[src/rtl/mem_arb_pkg.sv]
// Shared constants, state/owner encodings and block address helper for the
// main-memory arbiter.
package mem_arb_pkg;

    localparam int ADDR_W          = 16;
    localparam int DATA_W          = 16;
    localparam int WORDS_PER_BLOCK = 8;
    localparam int MEM_LATENCY     = 4;
    localparam int CNT_W           = 4;
    localparam int IDX_W           = 3;

    localparam logic [ADDR_W-1:0] BLOCK_MASK  = 16'hFFF0;
    localparam logic [ADDR_W-1:0] WORD_STRIDE = 16'd2;
    localparam logic [CNT_W-1:0]  BLOCK_CNT   = CNT_W'(WORDS_PER_BLOCK);

    typedef enum logic [1:0] {
        ST_IDLE  = 2'd0,
        ST_WRITE = 2'd1,
        ST_FILL  = 2'd2,
        ST_DONE  = 2'd3
    } arb_state_t;

    typedef enum logic {
        OWNER_I = 1'b0,
        OWNER_D = 1'b1
    } owner_t;

    // The block base is 16-byte aligned, so this sum never carries out of the block.
    function automatic logic [ADDR_W-1:0] word_addr(input logic [ADDR_W-1:0] base,
                                                    input logic [IDX_W-1:0]  idx);
        return base + (ADDR_W'(idx) * WORD_STRIDE);
    endfunction

endpackage

[src/rtl/mem_arbiter_block_fill_seq.sv]
// Block fill sequencer: issues the eight word reads of one block and counts
// returning data words, flagging the last one.
module block_fill_seq
    import mem_arb_pkg::*;
(
    input  logic              clk,
    input  logic              rst,
    input  logic              start,
    input  logic [ADDR_W-1:0] start_addr,
    input  logic              active,
    input  logic              data_valid,
    output logic              issue_en,
    output logic [ADDR_W-1:0] issue_addr,
    output logic              recv_we,
    output logic [IDX_W-1:0]  recv_idx,
    output logic              last_word
);

    logic [CNT_W-1:0]  issue_cnt;
    logic [CNT_W-1:0]  recv_cnt;
    logic [ADDR_W-1:0] base;
    logic              issue_more;

    assign issue_more = (issue_cnt < BLOCK_CNT);

    // Word 0 goes out in the grant cycle itself, so the counter restarts at 1.
    always_ff @(posedge clk or posedge rst) begin
        if (rst) begin
            issue_cnt <= '0;
            recv_cnt  <= '0;
            base      <= '0;
        end else if (start) begin
            issue_cnt <= CNT_W'(1);
            recv_cnt  <= '0;
            base      <= start_addr & BLOCK_MASK;
        end else begin
            if (active && issue_more) begin
                issue_cnt <= issue_cnt + CNT_W'(1);
            end
            if (recv_we) begin
                recv_cnt <= recv_cnt + CNT_W'(1);
            end
        end
    end

    always_comb begin
        issue_en   = start | (active & issue_more);
        issue_addr = start ? (start_addr & BLOCK_MASK)
                           : word_addr(base, issue_cnt[IDX_W-1:0]);
        recv_we    = active & data_valid & (recv_cnt < BLOCK_CNT);
        recv_idx   = recv_cnt[IDX_W-1:0];
        last_word  = recv_we & (recv_cnt == (BLOCK_CNT - CNT_W'(1)));
    end

endmodule

[src/rtl/mem_arbiter.sv]
// Arbitrates the single main memory between I-cache fills, D-cache fills and
// D-cache write-through stores; stalls whichever side is still waiting.
//
//  state | meaning
//  IDLE  | grant point; a granted store or first fill read goes out this cycle
//  WRITE | store accepted, one turnaround cycle so the request can drop
//  FILL  | remaining block reads issued, returning words strobed to owner
//  DONE  | owner's fill_done pulse, then back to IDLE
module mem_arbiter
    import mem_arb_pkg::*;
(
    input  logic              clk,
    input  logic              rst,
    input  logic              icache_miss,
    input  logic [ADDR_W-1:0] icache_miss_addr,
    input  logic              dcache_miss,
    input  logic [ADDR_W-1:0] dcache_miss_addr,
    input  logic              dcache_wr,
    input  logic [ADDR_W-1:0] dcache_wr_addr,
    input  logic [DATA_W-1:0] dcache_wr_data,
    input  logic              mem_data_valid,
    input  logic [DATA_W-1:0] mem_data_in,
    output logic              mem_en,
    output logic              mem_wr,
    output logic [ADDR_W-1:0] mem_addr,
    output logic [DATA_W-1:0] mem_data_out,
    output logic [DATA_W-1:0] fill_word,
    output logic [IDX_W-1:0]  fill_word_idx,
    output logic              icache_fill_we,
    output logic              dcache_fill_we,
    output logic              icache_fill_done,
    output logic              dcache_fill_done,
    output logic              icache_stall,
    output logic              dcache_stall
);

    arb_state_t        state;
    arb_state_t        state_nxt;
    owner_t            owner;
    owner_t            grant_owner;
    logic              grant_wr;
    logic              grant_fill;
    logic [ADDR_W-1:0] grant_addr;
    logic              fill_active;

    logic              seq_issue_en;
    logic [ADDR_W-1:0] seq_issue_addr;
    logic              seq_recv_we;
    logic [IDX_W-1:0]  seq_recv_idx;
    logic              seq_last;

    assign fill_active = (state == ST_FILL);
    assign fill_word   = mem_data_in;

    block_fill_seq u_fill_seq (
        .clk        (clk),
        .rst        (rst),
        .start      (grant_fill),
        .start_addr (grant_addr),
        .active     (fill_active),
        .data_valid (mem_data_valid),
        .issue_en   (seq_issue_en),
        .issue_addr (seq_issue_addr),
        .recv_we    (seq_recv_we),
        .recv_idx   (seq_recv_idx),
        .last_word  (seq_last)
    );

    always_ff @(posedge clk or posedge rst) begin
        if (rst) begin
            state <= ST_IDLE;
            owner <= OWNER_I;
        end else begin
            state <= state_nxt;
            if (grant_fill) begin
                owner <= grant_owner;
            end
        end
    end

    // Grants are decoded only in IDLE; held reset suppresses them so every output stays low.
    always_comb begin
        state_nxt   = state;
        grant_wr    = 1'b0;
        grant_fill  = 1'b0;
        grant_owner = OWNER_I;
        grant_addr  = icache_miss_addr;
        case (state)
            ST_IDLE: begin
                if (!rst) begin
                    if (dcache_wr) begin
                        grant_wr  = 1'b1;
                        state_nxt = ST_WRITE;
                    end else if (dcache_miss) begin
                        grant_fill  = 1'b1;
                        grant_owner = OWNER_D;
                        grant_addr  = dcache_miss_addr;
                        state_nxt   = ST_FILL;
                    end else if (icache_miss) begin
                        grant_fill = 1'b1;
                        state_nxt  = ST_FILL;
                    end
                end
            end
            ST_WRITE: state_nxt = ST_IDLE;
            ST_FILL:  if (seq_last) state_nxt = ST_DONE;
            ST_DONE:  state_nxt = ST_IDLE;
            default:  state_nxt = ST_IDLE;
        endcase
    end

    always_comb begin
        mem_en           = 1'b0;
        mem_wr           = 1'b0;
        mem_addr         = '0;
        mem_data_out     = '0;
        fill_word_idx    = '0;
        icache_fill_we   = 1'b0;
        dcache_fill_we   = 1'b0;
        icache_fill_done = 1'b0;
        dcache_fill_done = 1'b0;

        if (grant_wr) begin
            mem_en       = 1'b1;
            mem_wr       = 1'b1;
            mem_addr     = dcache_wr_addr;
            mem_data_out = dcache_wr_data;
        end else if (seq_issue_en) begin
            mem_en   = 1'b1;
            mem_addr = seq_issue_addr;
        end

        if (seq_recv_we) begin
            fill_word_idx  = seq_recv_idx;
            icache_fill_we = (owner == OWNER_I);
            dcache_fill_we = (owner == OWNER_D);
        end

        if (state == ST_DONE) begin
            icache_fill_done = (owner == OWNER_I);
            dcache_fill_done = (owner == OWNER_D);
        end

        icache_stall = !rst && icache_miss && !icache_fill_done;
        dcache_stall = !rst && ((dcache_miss && !dcache_fill_done) ||
                                (dcache_wr && !grant_wr));
    end

endmodule

[config.mk]
export PLATFORM = sky130hd
export DESIGN_NAME = mem_arbiter
export DESIGN_NICKNAME = d
export VERILOG_FILES = /design/src/rtl/mem_arb_pkg.sv /design/src/rtl/mem_arbiter_block_fill_seq.sv /design/src/rtl/mem_arbiter.sv
export SDC_FILE = /design/constraint.sdc
export NUM_CORES = 1
export LEC_CHECK = 0
export CORE_MARGIN = 2
export CORE_UTILIZATION = 34
export DETAILED_ROUTE_END_ITERATION = 16
export PLACE_DENSITY = 0.87
export SLEW_MARGIN = 15
export SYNTH_ARGS = -nofsm -noshare
export SYNTH_HDL_FRONTEND = slang
export SYNTH_HIERARCHICAL = 1
export SYNTH_SLANG_ARGS = --single-unit
[constraint.sdc]
create_clock -name clk -period 2.62 [get_ports clk]
set_input_delay 0.262 -clock clk [delete_from_list [all_inputs] [get_ports clk]]
set_output_delay 0.262 -clock clk [all_outputs]
set_load 0.01 [all_outputs]
* After elaboration in Yosys (flattened, before gate mapping)
Cells that the tools add are included.
** Storage, ports and cells
- Bits in registers :: 23
- Input port bits :: 86
- Output and inout port bits :: 59
- Word-level logic and storage cells :: 77
** Cells by class
- Add/sub/neg operators :: 3
- Magnitude comparators :: 2
- Eq/ne operators :: 7
- Mux-type cells :: 38
- Bitwise gates (word level) :: 6
- Reduce and logical (&&, ||, !) cells :: 16
** Operator list (count)
- 16-bit 2-to-1 mux :: 8
- 1-bit 2-to-1 mux :: 19
- 16-bit by 4-bit adder with 16-bit output :: 1
- 4-bit 2-to-1 mux :: 4
- 2-bit 2-to-1 mux :: 5
- 4-bit by 1-bit adder with 4-bit output (second input constant) :: 2
- 4-bit < comparator (second input constant) :: 2
- 1-bit logical AND :: 6
- 2-bit one-hot mux with 3 select lines :: 1
- 1-bit bitwise AND :: 4
- 2-bit == test (second input constant) :: 2
- 4-bit by 3-bit == test with 1-bit output (second input constant) :: 1
- 1-bit zero test :: 4
- 2-bit != test (second input constant) :: 2
- 4-bit != test (second input constant) :: 1
- 2-bit nonzero test :: 2
- 3-bit 2-to-1 mux :: 1
- 3-bit AND reduction :: 1
- 2-bit by 1-bit == test with 1-bit output (second input constant) :: 1
- 2-bit zero test :: 1
- 2-bit OR reduction :: 1
- 1-bit logical OR :: 1
- 1-bit inverter :: 1
- 1-bit bitwise OR :: 1

* Logic depth before layout (Yosys ltp)
Gate-level depths: netlist of the first run.
- Word-level depth :: 8
- Depth in mapped cells :: 9
- Gate-level depth less buffers :: 6

* By module
The synthesis of the first run kept the hierarchy.
** Modules (own cells, without submodules)
- mem_arbiter :: times used 1, cells an instance 135, area an instance 939.7 um2, seq. area each 75.1 um2
- block_fill_seq :: times used 1, cells an instance 69, area an instance 898.4 um2, seq. area each 500.5 um2

* Least setup slack after synthesis of the first run
OpenSTA, ideal clock, no wires.
- Path type :: register to output
- From :: register state[1]
- To :: output port mem_addr[10]
- Arrival :: 2.296 ns
- Required time :: 2.358 ns
- Path slack :: 0.062 ns
- Cell stages (with the launch flop) :: 10
- Path buffers :: 4
- Path through :: dfrtp_1 -> nor4_4 -> o21a_1 -> buf_2 -> buf_2 -> nand2b_1 -> clkbuf_1 -> clkbuf_1 -> nand2_1 -> o21ai_0
** Between the ends
- Word-level cells in the longest chain between the ends :: 5
- Elaborated cells between the ends (all ways) :: 10
- Classes of those cells :: eq/ne: 1; mux: 6; bitwise: 2; reduce/logical: 1
** RTL lines
- start: declaration :: line mem_arbiter.sv:37 : arb_state_t state;
- start signal: assignment :: line mem_arbiter.sv:74 : state <= state_nxt;
- 2-bit zero test :: line mem_arbiter.sv:88 : case (state)
- 1-bit 2-to-1 mux :: line mem_arbiter.sv:88
- net grant_fill :: line mem_arbiter.sv:42 : logic grant_fill;
- 1-bit bitwise OR :: line mem_arbiter_block_fill_seq.sv:47 : issue_en = start | (active & issue_more);
- net seq_issue_en :: line mem_arbiter.sv:46 : logic seq_issue_en;
- 16-bit 2-to-1 mux :: line mem_arbiter.sv:128 : end else if (seq_issue_en) begin
- 16-bit 2-to-1 mux :: line mem_arbiter.sv:123 : if (grant_wr) begin
- end: declaration :: line mem_arbiter.sv:25 : output logic [ADDR_W-1:0] mem_addr,
The timed path passes the listed nets, and every way through them passes these cells.

* Final worst setup path of the first run
- From :: input port dcache_miss
- To :: output port mem_en
** Between the ends
- Word-level cells in the longest chain between the ends :: 7
** RTL lines
- start: declaration :: line mem_arbiter.sv:16 : input logic dcache_miss,
- 1-bit 2-to-1 mux :: line mem_arbiter.sv:94 : end else if (dcache_miss) begin
- 1-bit 2-to-1 mux :: line mem_arbiter.sv:91 : if (dcache_wr) begin
- 1-bit 2-to-1 mux :: line mem_arbiter.sv:90 : if (!rst) begin
- 1-bit 2-to-1 mux :: line mem_arbiter.sv:88
- net grant_fill :: line mem_arbiter.sv:42
- 1-bit bitwise OR :: line mem_arbiter_block_fill_seq.sv:47
- net seq_issue_en :: line mem_arbiter.sv:46
- 1-bit 2-to-1 mux :: line mem_arbiter.sv:128
- 1-bit 2-to-1 mux :: line mem_arbiter.sv:123
- end: declaration :: line mem_arbiter.sv:23 : output logic mem_en,
The timed path passes the listed nets, and every way through them passes these cells.

==> results.tsv, run 1 <==
metric	value	unit
clockBufferDepth	2	
routed_wl	4770	microns
setup.worst_path.end	mem_en	
multi_input_area	1010	sq um
grt_pass1_vias	1672	
crit_buf_inv	4	
port_buffers	104	
hold_viol	0	
core-area	5070	sq um
diodes	0	
drt-initial-drc-count	44	
drive_above_1_share	19.5	%
hold_class	in2async	
crit_type	in2out	
grt-ovfl-total	0	
fill_cells	464	
first_pass_iters	4	
critical_path.most_common_cell	buf_4	
cts_tree	built	
cts_sinks	23	
r2r-end	u_fill_seq/base[8]	
root_buffer	clkbuf_8	
clock.fmax	0.396	GHz
tightest_slew	0.791	ns
dp_slack	-0.244	ns
ys_warn_count	6	
syn_inst	200	
clk-insertion-delay-late	0.26	ns
netlist_area	1780	sq um
syn_nets	288	
die_w	76.4	microns
grt_use_total	16.2	%
start_util	35.1	%
seq_area	576	sq um
cpLargestDelayFamily	buffers and inverters	
critPathRequiredTime	2.36	ns
drc	0	
slew_headroom	47.2	%
min_period	2.52	ns
die_area	5840	sq um
finalSetupViolCount	0	
syn2layout_area_growth	65.0	%
fp-row-count	26	
rsz0062_at_grt	true	
power.leakage	1.30	nW
finalCritPeriodShare	96.3	%
wl_per_cell	13.0	microns
antenna_found_initial	0	
antenna_left	0	
r2r_slack	0.80	ns
finalMaxSlewViolations	0	
route.vias.total	1675	
crit_path_max_incr_delay	0.62	ns
r2r_start	state[0]	
cp.arrival	2.26	ns
cts_buffers	3	
p_total	2.11	mW
skew	0.000819	ns
place.gp.congestion	0.836	
path_clk_slew	0.08	ns
endpoint_kind	output port	
reg2reg_depth	6	
hold_buffers	0	
die-height	76.4	microns
grt_max_degree	43	
worst_setup_path_start_kind	primary input	
critPathSlowestCell	clkdlybuf4s50_1	
hpwl	3660	microns
nNetsFinal	387	
outcome	completed	
path_depth	7	
path_max_fanout	5	
grt_pass1_wl	7830	microns
maxCapViolations	0	
worstSetupStartpoint	dcache_miss	
vdd_drop_max	327	uV
worst_slack	0.0956	ns
crit_path_cell_trace	clkdlybuf4s50_1 > o21a_4 > nand2b_1 > buf_4 > buf_4 > or2_2 > dlygate4sd2_1	
ios	145	
power_density	718	nW/um^2
htree_levels	1	
via_per_inst	4.55	
syn_area_per_cell	8.91	sq um
==> worst reg2reg max path, delay by kind of cell (launching register included) <==
kind	cells	cell delay, ns
AND/OR/NAND/NOR	2	0.40
flip-flops	1	0.41
multiplexers	2	0.56
buffers and inverters	2	0.34
==> flip-flops by register name, summed over array words and instances (netlist names) <==
register,cells
u_fill_seq/issue_cnt,4
u_fill_seq/base,12
u_fill_seq/recv_cnt,4
owner,1
state,2
==> routing by layer <==
metal  global-route usage [%]  routed length (microns)  up-vias
li1                         -                        -      835
met1                     19.6                     2050      773
met2                     28.8                     2390       63
met3                     3.91                      303        4
met4                     3.64                       23        0
met5                        0                        0        -
==> power breakdown <==
group          internal, mW  switching [mW]
sequential            0.529           0.102
combinational         0.695           0.568
clock                 0.108           0.107
total                  1.33           0.778
==> repair_timing <==
action	in CTS	in global routing
setup buffers	1	1
pin swaps	1	1
resized for setup	18	20
endpoints found under the setup margin	16	11
gates cloned	0	1
==> area by class of cell <==
type / instances / share of cell area [%]
clock buffer: 4 / 1.53
inverter: 5 / 0.638
multi-input combinational: 141 / 34.2
sequential: 23 / 19.6
tap: 70 / 2.98
timing repair buffer: 125 / 41.1
==> cell usage in the layout (no fill, tap or decap), types with 4 or more instances in the layout <==
cell type,n
and2_1,20
buf_4,17
clkbuf_2,4
clkdlybuf4s15_1,5
clkdlybuf4s50_1,86
dfrtp_1,23
dlygate4sd2_1,7
inv_1,5
mux2_2,16
mux2_4,8
nand2_1,34
nor2_1,10
nor2b_1,4
o21ai_0,17
==> worst min-delay path by stage <==
stage	start	cells after the start	endpoint	slack, ns
floorplan	rst	1	owner	0.02
global route	rst	3	state[0]	0.12
CTS	rst	3	owner	0.43
finish	rst	3	owner	0.11
detailed placement	u_fill_seq/base[4]	1	u_fill_seq/base[4]	0.49
global placement	u_fill_seq/base[4]	1	u_fill_seq/base[4]	0.48
==> metrics by stage <==
step                hold slack, ns  utilization, %  area [sq um]  std cells  setup TNS, ns
finish                       0.115            57.9          2940        368              0
global route                 0.122            57.9          2940        368        -0.0649
CTS                          0.433            57.4          2910        366              0
detailed placement           0.487            56.5          2870        361          -2.70
global placement             0.481            56.5          2870        361          -2.07
floorplan                   0.0239               -          1780        200              0
Power figures use the tool's default switching activity.
==> run 2: changes to the inputs <==
--- a/config.mk
+++ b/config.mk
@@ -5,7 +5,6 @@
 export SDC_FILE = /design/constraint.sdc
 export NUM_CORES = 1
 export LEC_CHECK = 0
-export CORE_MARGIN = 2
 export CORE_UTILIZATION = 34
 export DETAILED_ROUTE_END_ITERATION = 16
 export PLACE_DENSITY = 0.87
==> run 2 against run 1 <==
Fmax is 0.45% lower. Wire length fell by 2.9%. Non-clock buffer count decreased by 8. Sequential share of layout area grew 0.36 points. First-iteration DRC count rose by 80%. Via count fell by 1.4%. Clock-buffer cell count is the same. Largest power group unchanged.
==> results.tsv, run 2 (synthesized netlist as in run 1, its figures left out) <==
metric	value	unit
wl_per_cell	13.0	microns
r2r_start	state[1]	
outcome	completed	
routed_wl	4630	microns
diodes	0	
skew	0.00133	ns
regMostFlops	u_fill_seq/base	
power_density	730	nW/um^2
place.gp.congestion	0.755	
highest_layer	met4	
endpoint_kind	output port	
nNetsFinal	379	
syn2layout_area_growth	62.1	%
core-area	4880	sq um
antenna_found_initial	0	
crit_path_max_incr_delay	0.42	ns
drive_above_1_share	16.2	%
post_dp_cell_area	2820	sq um
grt_pass1_wl	7200	microns
wl_met1	1930	microns
layout_common_cells	clkdlybuf4s50_1 (86), nand2_1 (33), dfrtp_1 (23), and2_1 (20)	
critical_path.most_common_cell	mux2_2	
drc	0	
largest_reg_flops	12	
grt_pass1_vias	1618	
r2r-end	u_fill_seq/base[8]	
slew_headroom	46.6	%
reg2reg_depth	5	
first_pass_iters	4	
dp_slack	-0.204	ns
die_area	5530	sq um
die-height	74.4	microns
min_period	2.54	ns
largestRegisters	u_fill_seq/base: 12 flops, u_fill_seq/issue_cnt: 4 flops, u_fill_seq/recv_cnt: 4 flops	
setup.worst_path.end	mem_addr[15]	
grt_max_degree	51	
hold_buffers	0	
path_max_fanout	6	
antenna_left	0	
fin_area	2890	sq um
start_util	36.5	%
clockBufferDepth	2	
path_clk_slew	0.08	ns
cp.arrival	2.27	ns
route.vias.total	1651	
hold_viol	0	
grt-ovfl-total	0	
die_w	74.4	microns
cts_buffers	3	
power.leakage	1.26	nW
critPathSlowestCell	dfrtp_1	
fp-row-count	25	
clk-insertion-delay-late	0.25	ns
r2r_slack	0.93	ns
cpLargestDelayFamily	multiplexers	
cts_sinks	23	
crit_buf_inv	2	
vdd_drop_max	374	uV
tightest_slew	0.800	ns
grt_use_total	16.7	%
maxCapViolations	0	
path_depth	8	
crit_type	reg2out	
finalCritPeriodShare	96.8	%
drt-initial-drc-count	79	
root_buffer	clkbuf_8	
finalMaxSlewViolations	0	
worst_setup_path_start_kind	flip-flop	
htree_levels	1	
finalSetupViolCount	0	
ios	145	
via_per_inst	4.62	
final_common_cell	clkdlybuf4s50_1	
rsz0062_at_grt	false	
worst_slack	0.0843	ns
crit_path_cell_trace	nor4_4 > buf_6 > nand2_8 > mux2_2 > mux2_2 > nand2_2 > o21ai_0 > dlygate4sd2_1	
critPathRequiredTime	2.36	ns
wl_met3	267	microns
hold_class	in2async	
cts_tree	built	
port_buffers	104	
worstSetupStartpoint	state[1]	
fill_cells	425	
clock.fmax	0.394	GHz
hpwl	3640	microns
dr_wl_met2	2390	microns
## run 2: changes by cell type in the layout (fill, tap and decap cells not counted)
cell             before  now
nand2_1              34   33
clkbuf_2              4    0
buf_4                17    9
mux2_4                8    7
dlygate4sd2_1         7   16
nand2_2               0    1
dlymetal6s2s_1        2    0
mux2_2               16   17
buf_12                2    3
clkdlybuf4s15_1       5    2
buf_6                 2    1
## run 2: timing repair
item,4_1_cts,5_1_grt
cloned,1,0
pin swaps,2,0
setup endpoints to repair,16,7
setup buffers,1,0
resized for setup,21,5
## run 2: final cells by class
class	instances	area [sq um]	area share (%)
timing repair buffer	117	1160	40.2
multi-input combinational	141	1000	34.8
clock buffer	4	45.0	1.56
tap	67	83.8	2.90
inverter	5	18.8	0.650
sequential	23	576	19.9
## run 2: per-stage QoR
stage | total power, mW | hold WS (ns) | instances | setup TNS [ns] | util (%)
2_1_floorplan | 1.36 | 0.0239 | 200 | 0 | -
3_3_place_gp | 1.93 | 0.481 | 351 | -2.04 | 57.8
3_5_place_dp | 1.97 | 0.487 | 351 | -2.55 | 57.8
4_1_cts | 2.12 | 0.439 | 357 | 0 | 58.8
5_1_grt | 2.28 | 0.452 | 357 | 0 | 59.2
6_report | 2.11 | 0.438 | 357 | 0 | 59.2
## run 2: routing by layer
layer / track usage (%) / vias to the layer above
met5: 0 / -
met4: 3.98 / 0
met3: 2.17 / 6
met2: 31.1 / 73
met1: 20.2 / 754
li1: - / 818
## run 2: worst min-delay path by stage
stage | endpoint | cells after the start | slack (ns)
finish | state[1] | 3 | 0.44
CTS | state[1] | 3 | 0.44
global route | owner | 3 | 0.45
detailed placement | u_fill_seq/base[5] | 1 | 0.49
global placement | u_fill_seq/base[7] | 1 | 0.48
floorplan | owner | 1 | 0.02
## run 2: report_power, final
part	total [mW]	switching [mW]	internal [mW]	leakage [nW]
clock	0.216	0.108	0.108	0.0228
sequential	0.632	0.103	0.529	0.278
combinational	1.26	0.572	0.687	0.958
total	2.11	0.783	1.32	1.26
## run 2: worst register-to-register path: cells and delay by family, from the launching register on
family | cells | cell delay [ns]
AND/OR/NAND/NOR | 2 | 0.39
multiplexers | 2 | 0.60
flip-flops | 1 | 0.42
buffers and inverters | 1 | 0.18
